==> src/rtl/router_pkg.sv <==
// -----------------------------------------------------------------------------
// router_pkg
// Shared definitions for the 1x3 router: datapath width, per-port buffer depth,
// header field positions and the destination address encoding.
// Header byte layout: [LEN_MSB:LEN_LSB] payload length, [ADDR_MSB:ADDR_LSB]
// destination address (code 3 is not a valid destination).
// -----------------------------------------------------------------------------
package router_pkg;

    localparam int ROUTER_WIDTH = 8;
    localparam int FIFO_DEPTH   = 16;

    // Header field positions
    localparam int ADDR_LSB = 0;
    localparam int ADDR_MSB = 1;
    localparam int LEN_LSB  = 2;
    localparam int LEN_MSB  = 7;

    // Packet counter holds payload length + 1 (parity), so one bit wider
    // than the length field.
    localparam int PKT_CNT_W = LEN_MSB - LEN_LSB + 2;

    typedef enum logic [1:0] {
        DEST_0       = 2'd0,
        DEST_1       = 2'd1,
        DEST_2       = 2'd2,
        DEST_INVALID = 2'd3
    } dest_e;

    // Number of bytes still to deliver after a header: payload plus parity.
    function automatic logic [PKT_CNT_W-1:0] hdr_remaining(input logic [LEN_MSB:0] hdr);
        return {1'b0, hdr[LEN_MSB:LEN_LSB]} + PKT_CNT_W'(1);
    endfunction

endpackage

==> src/rtl/router_fifo.sv <==
// -----------------------------------------------------------------------------
// router_fifo
// Per-destination output buffer of the 1x3 router. Stores {header flag, byte}
// pairs from the register stage and delivers them to the destination with a
// one-cycle registered read. A packet counter tracks the remaining bytes of the
// packet being read so data_out returns to zero once the parity byte is out.
//
// Ports:
//   clock       system clock, rising edge
//   reset       asynchronous active-high reset, clears all state
//   soft_reset  synchronous flush, priority over reads and writes
//   write_enb   write request (dropped while full)
//   read_enb    read request (ignored while empty)
//   lfd_state   marks the byte being written as a packet header
//   data_in     byte from the register stage
//   data_out    registered read data
//   full        DEPTH entries held
//   empty       no entries held
// -----------------------------------------------------------------------------
module router_fifo
    import router_pkg::*;
#(
    parameter int DEPTH = FIFO_DEPTH,
    parameter int WIDTH = ROUTER_WIDTH,
    parameter int AW    = $clog2(DEPTH)
) (
    input  logic             clock,
    input  logic             reset,
    input  logic             soft_reset,
    input  logic             write_enb,
    input  logic             read_enb,
    input  logic             lfd_state,
    input  logic [WIDTH-1:0] data_in,
    output logic [WIDTH-1:0] data_out,
    output logic             full,
    output logic             empty
);

    // Entry: MSB is the header flag, low WIDTH bits are the byte.
    logic [WIDTH:0] mem [DEPTH];

    logic [AW:0]            wr_ptr_reg, wr_ptr_next;
    logic [AW:0]            rd_ptr_reg, rd_ptr_next;
    logic [PKT_CNT_W-1:0]   pkt_cnt_reg, pkt_cnt_next;
    logic [WIDTH-1:0]       data_out_reg, data_out_next;

    logic                   wr_accept;
    logic                   rd_accept;
    logic [WIDTH:0]         rd_entry;

    // Extra pointer MSB distinguishes full from empty when addresses match.
    assign empty = (wr_ptr_reg == rd_ptr_reg);
    assign full  = (wr_ptr_reg[AW-1:0] == rd_ptr_reg[AW-1:0]) &&
                   (wr_ptr_reg[AW] != rd_ptr_reg[AW]);

    assign wr_accept = write_enb && !full;
    assign rd_accept = read_enb && !empty;
    assign rd_entry  = mem[rd_ptr_reg[AW-1:0]];
    assign data_out  = data_out_reg;

    always_comb begin
        wr_ptr_next   = wr_ptr_reg;
        rd_ptr_next   = rd_ptr_reg;
        pkt_cnt_next  = pkt_cnt_reg;
        data_out_next = data_out_reg;

        if (soft_reset) begin
            wr_ptr_next   = '0;
            rd_ptr_next   = '0;
            pkt_cnt_next  = '0;
            data_out_next = '0;
        end else begin
            if (wr_accept) begin
                wr_ptr_next = wr_ptr_reg + 1'b1;
            end

            if (rd_accept) begin
                rd_ptr_next   = rd_ptr_reg + 1'b1;
                data_out_next = rd_entry[WIDTH-1:0];
                // A header always reloads the count, even mid-packet, so a
                // malformed stream resynchronises on the next header.
                if (rd_entry[WIDTH]) begin
                    pkt_cnt_next = hdr_remaining(rd_entry[LEN_MSB:0]);
                end else if (pkt_cnt_reg != '0) begin
                    pkt_cnt_next = pkt_cnt_reg - 1'b1;
                end
            end else if (pkt_cnt_reg == '0) begin
                // Between packets the output idles at zero; mid-packet it holds.
                data_out_next = '0;
            end
        end
    end

    always_ff @(posedge clock or posedge reset) begin
        if (reset) begin
            wr_ptr_reg   <= '0;
            rd_ptr_reg   <= '0;
            pkt_cnt_reg  <= '0;
            data_out_reg <= '0;
        end else begin
            wr_ptr_reg   <= wr_ptr_next;
            rd_ptr_reg   <= rd_ptr_next;
            pkt_cnt_reg  <= pkt_cnt_next;
            data_out_reg <= data_out_next;
        end
    end

    // Storage has no reset; stale contents are never visible because the
    // pointers gate every read.
    always_ff @(posedge clock) begin
        if (wr_accept && !soft_reset) begin
            mem[wr_ptr_reg[AW-1:0]] <= {lfd_state, data_in};
        end
    end

endmodule
==> config.mk <==
export PLATFORM = sky130hd
export DESIGN_NAME = router_fifo
export DESIGN_NICKNAME = d
export VERILOG_FILES = /design/src/rtl/router_pkg.sv /design/src/rtl/router_fifo.sv
export SDC_FILE = /design/constraint.sdc
export NUM_CORES = 1
export LEC_CHECK = 0
export CORE_ASPECT_RATIO = 1.25
export CORE_MARGIN = 2
export CORE_UTILIZATION = 30
export DETAILED_ROUTE_END_ITERATION = 8
export PLACE_DENSITY_LB_ADDON = 0.2
export SYNTH_ARGS = -nofsm -noshare
export SYNTH_HDL_FRONTEND = slang
export SYNTH_SLANG_ARGS = --single-unit
==> constraint.sdc <==
create_clock -name clock -period 5.9 [get_ports clock]
set_clock_uncertainty 0.05 [all_clocks]
set_input_delay 0.59 -clock clock [delete_from_list [all_inputs] [get_ports clock]]
set_output_delay 0.59 -clock clock [all_outputs]
set_load 0.05 [all_outputs]
==> results_dict.tcl, run 1 <==
set metrics [dict create \
    synth_largest_area_cell "edfxtp_1" \
    synthTopCellsByCount "edfxtp_1 (144), mux4_2 (38), nor2_1 (27)" \
    root_buffer "clkbuf_16" \
    portBuffers 23 \
    cts_num_sinks 169 \
    cp.required_ns 5.26 \
    hold_viol 0 \
    post_cts_resize_count 0 \
    dpl.hpwl_um 11640 \
    p_per_area_nw_per_um2 370.2 \
    start_kind "flip-flop" \
    num_antenna_cells 0 \
    rows 62 \
    grt_pass1_vias 3886 \
    maxSlewHeadroom_pct 22.04 \
    routed_via_density 5.024 \
    ant_nets 0 \
    routabilityCongestion 0.7991 \
    overflow 0 \
    drc_errors 0 \
    period_share_pct 57.87 \
    clkLatencyLatePin_ns 0.42 \
    synthesis.area_um2 7078 \
    rr_worst_depth 5 \
    drt-initial-drc-count 245 \
    boundaryPins 24 \
    nFillCells 2188 \
    area_delta_synth_final_pct 16.12 \
    ys_ff_latch 169 \
    wl_per_cell_um 22.85 \
    firstDrtPassIters 5 \
    synth_area_per_cell_um2 17.06 \
    async_flop_share_pct 14.79 \
    clk_pin_slew_worst_paths_ns 0.07 \
    synth_edf_count 144 \
    syn-num-nets 437 \
    fin_util_pct 35.55 \
    die-height_um 175.7 \
    cp.arrival_ns 2.77 \
    p_leak_nw 2.686 \
    cts_setup_buffers 0 \
    die_w_um 141.4 \
    die_area_um2 24850 \
    grt_first_pass_wirelength_um 25260 \
    worst_slew_pin_slew_ns 1.162 \
    finalNetCount 463 \
    min_path_type "flip-flop to flip-flop" \
    critical_path_class "flip-flop to output port" \
    drv_slew 0 \
    synth_ff_type "edfxtp_1" \
    vdd_drop_max_uv 146.8 \
    layoutNonFillerInstCount 742 \
    setup_violations 0 \
    setup_tns_ns 0 \
    maxCapViolCount 0 \
    largest_reg_flops 144 \
    core_area_um2 23120 \
    wl_um 16950 \
    ctsHoldBuffers 0 \
    numCtsBuffers 17 \
    critPathCaptureType "output port" \
    synth_top_area_share_pct 61.09 \
    worstHoldPathCells 2 \
    status "completed" \
    yosysWarnings 0 \
    fin_crit_ns 3.415 \
    clk_path_buf_depth 2 \
    yosysMostFrequentCell "edfxtp_1" \
    drive_gt1_share_pct 17.18 \
    track_usage_pct 14.13 \
    ys_seq_area_share_pct 69.93 \
    grt_max_degree 30 \
    synth.distinct_cells 45 \
    dp.cells 710 \
    cts_tree "built" \
    rsz0062_at_grt "no" \
    antenna_found_initial 0 \
    initial_utilization_pct 30.62 \
    vias 3728 \
    worstPathMaxFanout 23 \
    synth_area_leaders "edfxtp_1 (61%), mux4_2 (12%), dfrtp_1 (8.8%), nor2_1 (1.4%), ha_1 (1.4%)" \
    synthCells 415 \
    cts_max_level 4 \
    fmax_ghz 0.2929 \
]
## path summary, 6_finish.rpt
| check | slack (ns) | from | endpoint |
|---|---|---|---|
| worst max-delay path | 2.49 | rd_ptr_reg[0] | full |
| worst min-delay path | 0.49 | data_out[5] | data_out[5] |
| worst max register to register | 2.56 | rd_ptr_reg[0] | mem[11][2] |
| worst min register to register | 0.49 | data_out[5] | data_out[5] |
| max in group asynchronous | 4.41 | reset | rd_ptr_reg[0] |
| min in group asynchronous | 0.68 | reset | data_out[0] |
## report_power, final
part           switching, mW  internal [mW]
sequential            0.0502           1.33
clock                  0.491          0.687
combinational          0.291          0.199
total                  0.832           2.21
## worst max-delay path: stages (launching register included)
cell and delay, ns:
dfrtp_2 0.85, xnor2_1 0.19, nand4_1 0.29, nor2_1 0.20, clkdlybuf4s50_1 0.82
## layer usage
layer / wire length, um / vias up / track usage (%)
li1: - / 1677 / -
met1: 7111 / 1948 / 17.63
met2: 8996 / 91 / 24.70
met3: 582 / 12 / 2.672
met4: 260 / 0 / 4.625
met5: 0 / - / 0
## kinds of logic (layout without fill, tap and decap cells)
kind of cell	after synthesis	count (layout)	synth area share (%)
buf+inv	32	71	2.210
compound gates	52	52	5.162
fa+ha+maj	8	8	1.414
xor+xnor	17	17	2.104
simple gates	95	95	6.523
mux	42	42	12.66
flops	169	169	69.93
## cell usage in the layout, fill, tap and decap left out, types with 9 or more instances in the layout
cell             Yosys  routed
xnor2_1             10      10
edfxtp_1           144     144
dfrtp_1             25      23
inv_1               12      12
mux4_2              38      38
and2_1              14      14
nand2_1             23      23
a22oi_1              9       9
nand3_1             14      14
nor2_1              27      27
clkbuf_16            0      17
a21oi_1             12      12
clkdlybuf4s50_1      0      23
## through the flow
step	power, mW	instance area, um^2	setup slack (ns)	hold WS, ns
after floorplan	1.744	7078	3.329	0.4466
after global placement	1.894	7586	2.598	0.4609
after detailed placement	1.895	7586	2.482	0.4798
after CTS	3.072	8219	2.433	0.4901
after global routing	3.160	8219	2.262	0.5165
final	3.043	8219	2.485	0.4860
## final cells by class
class	count	area, um^2	area share (%)
repair buffers	26	252.7	3.075
clock buffers	17	425.4	5.176
well taps	288	360.3	4.384
inverters	13	48.80	0.5937
multi-input cells	214	1972	23.99
clock inverters	15	207.7	2.527
flip-flops and latches	169	4952	60.25
(Power assumes the default switching activity.)
==> run 2: changes to the inputs <==
==> constraint.sdc (replaced) <==
create_clock -name clock -period 2.8 [get_ports clock]
set_clock_uncertainty 0.05 [all_clocks]
set_input_delay 0.28 -clock clock [delete_from_list [all_inputs] [get_ports clock]]
set_output_delay 0.28 -clock clock [all_outputs]
set_load 0.05 [all_outputs]
==> run 2 against run 1 <==
- first-iteration DRC count rose by 31%
- power rose by 110%
- critical path depth rose by 4
- largest cell class unchanged
- highest routed layer unchanged
==> results_dict.tcl, run 2 (same netlist as run 1, synthesis figures left out) <==
set metrics [dict create \
    setup_violations 0 \
    switching_share_pct 26.37 \
    post_cts_resize_count 0 \
    overflow 0 \
    worst_slew_pin_slew_ns 0.6079 \
    antenna_found_initial 0 \
    drt-initial-drc-count 322 \
    wl_um 16530 \
    grtUsageMet1_pct 18.96 \
    clk_pin_slew_worst_paths_ns 0.07 \
    core_area_um2 23120 \
    vias 3872 \
    holdWs_ns 0.1652 \
    die-height_um 175.7 \
    cts_num_sinks 169 \
    critPathCaptureType "flip-flop" \
    final_common_cell "edfxtp_1" \
    vdd_drop_max_uv 337.2 \
    initial_utilization_pct 30.62 \
    totalPowerFinal_mw 6.367 \
    routed_via_density 4.932 \
    maxSlewHeadroom_pct 59.35 \
    grt_use_met2_pct 23.00 \
    p_per_area_nw_per_um2 744.6 \
    mostFrequentLayoutCells "edfxtp_1 (144), buf_4 (44), mux4_2 (38)" \
    startpoint "rd_ptr_reg[1]" \
    critical_path_class "flip-flop to flip-flop" \
    area_delta_synth_final_pct 20.81 \
    num_antenna_cells 0 \
    rsz0062_at_grt "no" \
    power.net_switching_mw 1.679 \
    die_area_um2 24850 \
    grt_first_pass_wirelength_um 25510 \
    wl_per_cell_um 21.05 \
    start_kind "flip-flop" \
    ctsHoldBuffers 0 \
    p_int_mw 4.688 \
    r2r_start "rd_ptr_reg[1]" \
    p_leak_nw 2.914 \
    cp.required_ns 3.04 \
    grt_pass1_vias 4057 \
    rows 62 \
    status "completed" \
    drc_errors 0 \
    worstPathMaxFanout 22 \
    period_share_pct 91.74 \
    grt_max_degree 27 \
    root_buffer "clkbuf_16" \
    cts_tree "built" \
    clkLatencyLatePin_ns 0.43 \
    dpl.hpwl_um 11660 \
    min_path_type "primary input to asynchronous set/reset pin" \
    fin_crit_ns 2.569 \
    fmax_ghz 0.3893 \
    drive_gt1_share_pct 24.55 \
    track_usage_pct 14.09 \
    finalNetCount 506 \
    ant_nets 0 \
    cts_max_level 4 \
    pwr-share-clk_pct 37.4 \
    cts_setup_buffers 0 \
    combPwrFrac_pct 17.9 \
    largest_reg_flops 144 \
    drv_slew 0 \
    clk_path_buf_depth 2 \
    portBuffers 23 \
    use_met3_pct 2.944 \
    rr_worst_depth 8 \
    hold_viol 0 \
    firstDrtPassIters 4 \
    nFillCells 2164 \
    die_w_um 141.4 \
    setup_tns_ns 0 \
    boundaryPins 24 \
    cp.arrival_ns 2.81 \
    maxCapViolCount 0 \
    numCtsBuffers 17 \
    fin_util_pct 36.99 \
    p_seq_share_pct 44.7 \
    grt-busiest-layer "met2" \
    routabilityCongestion 0.7808 \
]
[run 2: changes by cell type in the layout (fill, tap and decap cells not counted), sizes merged]
cell / before / now
clkbuf: 17 / 18
clkdlybuf4s50: 23 / 21
clkinv: 4 / 6
inv: 20 / 16
clkinvlp: 1 / 2
buf: 3 / 48
[run 2: final cells by class]
type / count / area (um^2) / area share [%]
clock buffer: 18 / 429.2 / 5.019
clock inverter: 14 / 167.7 / 1.961
inverter: 13 / 48.80 / 0.5707
multi-input combinational: 214 / 1972 / 23.06
sequential: 169 / 4952 / 57.92
tap: 288 / 360.3 / 4.214
timing repair buffer: 69 / 620.6 / 7.258
[run 2: power by group through the flow]
stage                     Clock, mW  Sequential, mW  Combinational, mW
final                          2.38            2.85               1.14
after global routing           2.53            2.86               1.25
after floorplan                   0            2.93              0.742
after global placement            0            2.90               1.16
after detailed placement          0            2.90               1.15
after CTS                      2.44            2.85               1.16
[run 2: critical path, stage by stage (launching register included)]
cell      delay, ns
dfrtp_2        0.58
buf_12         0.24
mux4_2         0.33
a22oi_1        0.33
nand2_1        0.20
ha_1           0.26
nor3_1         0.18
nand4b_1       0.18
a31oi_1        0.09
[run 2: metrics by stage]
step           cell area (um^2)  std cells  worst slack (ns)
3_5_place_dp               7954        753            0.2044
4_1_cts                    8551        785            0.1961
6_report                   8551        785            0.2313
2_1_floorplan              7078        415            0.2287
3_3_place_gp               7954        753            0.1921
5_1_grt                    8551        785           0.04712
[run 2: worst paths after layout]
check | to | slack, ns
setup reg to reg | pkt_cnt_reg[2] | 0.23
hold reg to reg | data_out[6] | 0.48
min in group clock | data_out[6] | 0.48
max in group asynchronous | rd_ptr_reg[0] | 2.25
hold / removal | data_out[1] | 0.17
setup / recovery | pkt_cnt_reg[2] | 0.23
[run 2: layer usage]
layer / wire length (um) / vias to the layer above
met3: 521 / 11
met2: 8335 / 76
li1: - / 1767
met4: 177 / 0
met5: 0 / -
met1: 7490 / 2018
==> variant 1 (flow settings as in run 2) <==
Change the package constant `ROUTER_WIDTH` from 8 to 12.
--- a/src/rtl/router_pkg.sv
+++ b/src/rtl/router_pkg.sv
@@ -8,5 +8,5 @@
 package router_pkg;
 
-    localparam int ROUTER_WIDTH = 8;
+    localparam int ROUTER_WIDTH = 12;
     localparam int FIFO_DEPTH   = 16;
 
Interface: changed (resized data_in and data_out); port bits go from 24 to 32. The function was not compared with the original's and may differ.
==> variant 1 against run 2 <==
- design area increased by 36%
- first-iteration DRC count increased by 37%
- combinational power grew 34%
- critical path type unchanged
- routed wire length increased by 39%
- worst setup slack worse by 0.091 ns
- total power increased by 33%
- synthesized area up 39%
- sequential cell count up 68
==> variant 1: results (changes against run 2) <==
* Seq cells at 237 (+40%)
* Pwr dens at 729 nW/µm² (-2.0%)
* Clock buf count at 30 (+12)
* Wirelength, routed at 23.0 mm (+39%)
* 1st-iter DRT viols at 442 (+37%)
* Placed Cells at 994 (+32%)
* Synth cell types at 52 (+16%)
* Met1 usage at 17.6% (-1.4 points)
* Multi-input gates at 257 (+20%)
* Wire length on met3 at 939 µm (+80%)
* Max FFs per register at 208 (+44%)
* Clock buf/inv share at 6.13% (-0.85 points)
* GR Layer Usage met2 at 23.6% (+0.61 points)
* Status: completed
* Commonest cells in the netlist: edfxtp_1, mux4_2, nor2_1
* Multi-input logic area at 2620 µm² (+33%)
* Count of non-CTS buffers in the layout at 75 (+8.7%)
* Filler instances at 3001 (+39%)
* Synth Net Count at 555 (+27%)
* Signal buf overhead at 6.65% (-0.61 points)
* Vias in the first global route at 5377 (+33%)
* CTS buffer count at 24 (+7)
* Met2 Wirelength at 11.6 mm (+39%)
* Num tapcells at 418 (+45%)
* Arr. time, crit path at 3.01 ns (+0.20 ns)
* Drt pass-1 iters at 5 (+1)
* Delay-heaviest family, CP: simple AND/OR/NAND/NOR gates
* GRT Total Usage at 13.6% (-0.46 points)
* DP HPWL at 14.7 mm (+26%)
* Worst reg-to-reg path cell count at 7 (-1)
* H-Tree Depth at 1 (-3)
* Met3 usage at 2.07% (-0.88 points)
* Storage element area at 6970 µm² (+41%)
* Post-synth ARST share at 12.2% (-2.6 points)
* Number of synthesized flops with an enable pin at 208 (+44%)
* Largest net degree at the start of global routing at 56 (+110%)
* Syn_area_per_cell at 18.6 µm² (+9.0%)
* Tmin final at 2.66 ns (+0.0907 ns)
## variant 1: cell count changes in the layout (fill, tap and decap cells not counted), moves of 8 or more
| cell | run 2 | this run |
|---|---|---|
| nand3_1 | 14 | 23 |
| and2_1 | 14 | 2 |
| buf_4 | 44 | 35 |
| clkdlybuf4s50_1 | 21 | 29 |
| edfxtp_1 | 144 | 208 |
| mux4_1 | 0 | 17 |
## variant 1: kinds of logic after synthesis
family                   synth area share, %
AO/OA/AOI/OAI                           3.85
XOR/XNOR                                1.51
adder cells (fa/ha/maj)                 1.02
buffers and inverters                   2.84
flip-flops                              70.9
multiplexers                            13.9
AND/OR/NAND/NOR                         5.98
## variant 1: worst min path at each step
| stage | slack, ns | to | depth (start not counted) |
|---|---|---|---|
| finish | 0.08 | data_out[3] | 3 |
| global route | 0.12 | data_out[9] | 3 |
| CTS | 0.07 | data_out[0] | 3 |
| global placement | 0.47 | data_out[7] | 2 |
| detailed placement | 0.48 | data_out[3] | 2 |
| floorplan | 0.31 | data_out[0] | 1 |
==> variant 2 (flow settings as in run 2) <==
Without the edit above. Reset style: synchronous (`reset`), changed in one clocked block. Comments in the files are not updated.
--- a/src/rtl/router_fifo.sv
+++ b/src/rtl/router_fifo.sv
@@ -92,5 +92,5 @@
     end
 
-    always_ff @(posedge clock or posedge reset) begin
+    always_ff @(posedge clock) begin
         if (reset) begin
             wr_ptr_reg   <= '0;
Formal check against the unedited RTL: differs if reset is asserted again (counterexample within 4 cycles, from zero or initial values and one cycle with reset high); with reset held inactive, the same outputs for 4 cycles.
==> variant 2 against run 2 <==
- hold slack better by 0.24 ns
- non-clock buffer count down 12
- maximum frequency up 3.0%
- register-to-register slack better by 0.18 ns
- routed wire length down 3.7%
- worst setup slack better by 0.074 ns
- synthesized area about the same
- sequential cell count up 4
- critical path depth down 4
- design area down 1.4%
- critical path type is now reg2out
Power is not compared: it rests on default switching activity, and its combinational part moved more than twofold at a synthesized area within 25%.
==> variant 2: results (changes against run 2) <==
* Synth area leaders: edfxtp_1, mux4_2, dfxtp_1
* First-pass GRT wire length at 24.3 mm (-4.8%)
* Number of synthesized flops with an enable pin at 144 (unchanged)
* Hold Path End: pkt_cnt_reg[6]
* Clock slew seen by the registers of the worst setup and hold paths at 0.07 ns (about the same)
* Register area share after synthesis at 69.2% (-0.70 points)
* CTS buffer count at 17 (unchanged)
* Hold_sp: pkt_cnt_reg[6]
* Longest Clk Path Bufs at 2 (unchanged)
* DP HPWL at 10.5 mm (-9.9%)
* Placed Cells at 735 (-2.4%)
* Syn_area_per_cell at 17.3 µm² (+1.3%)
* Layout cells sized above 1 at 23.6% (-0.96 points)
* Commonest cells in the netlist: edfxtp_1, nor2_1, dfxtp_1, mux4_2, nand2_1
* Final cell count without fillers at 767 (-2.3%)
* Synth cell types at 53 (+18%)
* Worst hold slack at 0.409 ns (+0.244 ns)
* Synth Area in Compound Gates at 5.56% (+0.40 points)
* Final RePlAce weighted congestion at 0.755 (-3.3%)
* Worst reg-to-reg path cell count at 8 (unchanged)
* Maxcap violations at 0 (unchanged)
* Vias in the first global route at 3921 (-3.4%)
* Critical Path Source: wr_ptr_reg[2]
* Final #Nets at 487 (-3.8%)
* Ant diodes at 0 (unchanged)
* Status: completed
* Routed vias/inst at 4.90 (-0.61%)
* Pins over their slew limit at 0 (unchanged)
* Resized Gates After CTS at 1 (+1)
* Synth Net Count at 431 (-1.4%)
* Filler instances at 2158 (-0.28%)
* Synth warn at 0 (unchanged)
* Worst-path maximum fanout at 11 (-50%)
* Clock root buffer: clkbuf_16
* 1st-iter DRT viols at 212 (-34%)
* Relative slew slack at 60.8% (+1.5 points)
* Adder-cell share of the synthesized area at 1.24% (-0.18 points)
* Worst-Skew Late Latency at 0.42 ns
* Post-detailed-route wirelength per cell at 20.7 µm (-1.5%)
* Max FFs per register at 144 (unchanged)
* Post-synth ARST share at 0% (-15 points)
* Hold crit path type: reg2reg
* R2R Path End: pkt_cnt_reg[3]
* GRT Total Usage at 13.5% (-0.55 points)
* Mux cell area share after synthesis at 12.7% (+0.042 points)
* Post-place setup slack at 0.367 ns (+0.162 ns)
* Drt pass-1 iters at 4 (unchanged)
* Leakage at 2.64 nW
* Synth Area in XOR/XNOR at 1.98% (-0.13 points)
* Largest net degree at the start of global routing at 37 (+37%)
* Postcts setup bufs at 0 (unchanged)
* R2r setup slk at 0.41 ns (+0.18 ns)
## variant 2: changes by cell type in the layout (fill, tap and decap cells not counted), moves of 7 or more
cell	change
mux4_2	-9
mux4_1	+9
nand3_1	-8
nor2_1	+7
dfxtp_1	+28
nand2_1	-7
dfrtp_1	-23
and2_1	-12
buf_4	-11
## variant 2: logic make-up after synthesis
logic type | count (synthesis)
mux | 39
simple gates | 96
fa+ha+maj | 7
compound gates | 51
flops | 173
buf+inv | 28
xor+xnor | 16
## variant 2: how the worst max path moves through the flow
stage | slack, ns | cells past startpoint | to
floorplan | 0.48 | 11 | pkt_cnt_reg[1]
global placement | 0.36 | 7 | pkt_cnt_reg[5]
detailed placement | 0.37 | 8 | pkt_cnt_reg[3]
CTS | 0.25 | 4 | empty
global route | 0.11 | 4 | empty
finish | 0.31 | 4 | empty
## variant 2: routing by layer
layer | wire, µm | global-route usage, % | part of all wire (%)
met2 | 8320 | 24.3 | 52
met1 | 6820 | 16.3 | 43
met4 | 163 | 3.75 | 1.0
met3 | 600 | 3.08 | 3.8
met5 | 0 | 0 | 0
## variant 2: power by group through the flow
| stage | clock network, W | logic [W] | registers (W) |
|---|---|---|---|
| 6_report | 0.00240 | 0.000199 | 0.00280 |
| 5_1_grt | 0.00257 | 0.000220 | 0.00280 |
| 4_1_cts | 0.00245 | 0.000203 | 0.00280 |
| 3_5_place_dp | 0 | 0.000203 | 0.00286 |
| 3_3_place_gp | 0 | 0.000200 | 0.00286 |
| 2_1_floorplan | 0 | 0.000111 | 0.00286 |
## variant 2: worst max-delay path, cell delays in order, from the launching register on
cell and delay, ns:
dfxtp_1 0.61, xnor2_1 0.17, nand4_1 0.25, nor2_1 0.16, dlygate4sd2_1 0.54
## variant 2: stage by stage
step           instance area [µm²]  power (W)
6_report                      8430    0.00540
4_1_cts                       8430    0.00546
3_3_place_gp                  7830    0.00306
2_1_floorplan                 7080    0.00297
5_1_grt                       8430    0.00559
3_5_place_dp                  7830    0.00306
## variant 2: layout make-up
cell class                 instances  area (µm²)  share of cell area [%]
sequential                       173        4910                    58.2
clock inverter                    13         165                    1.96
timing repair buffer              57         507                    6.01
multi-input combinational        209        2030                    24.1
tap                              288         360                    4.27
clock buffer                      19         433                    5.14
inverter                           8        30.0                   0.356
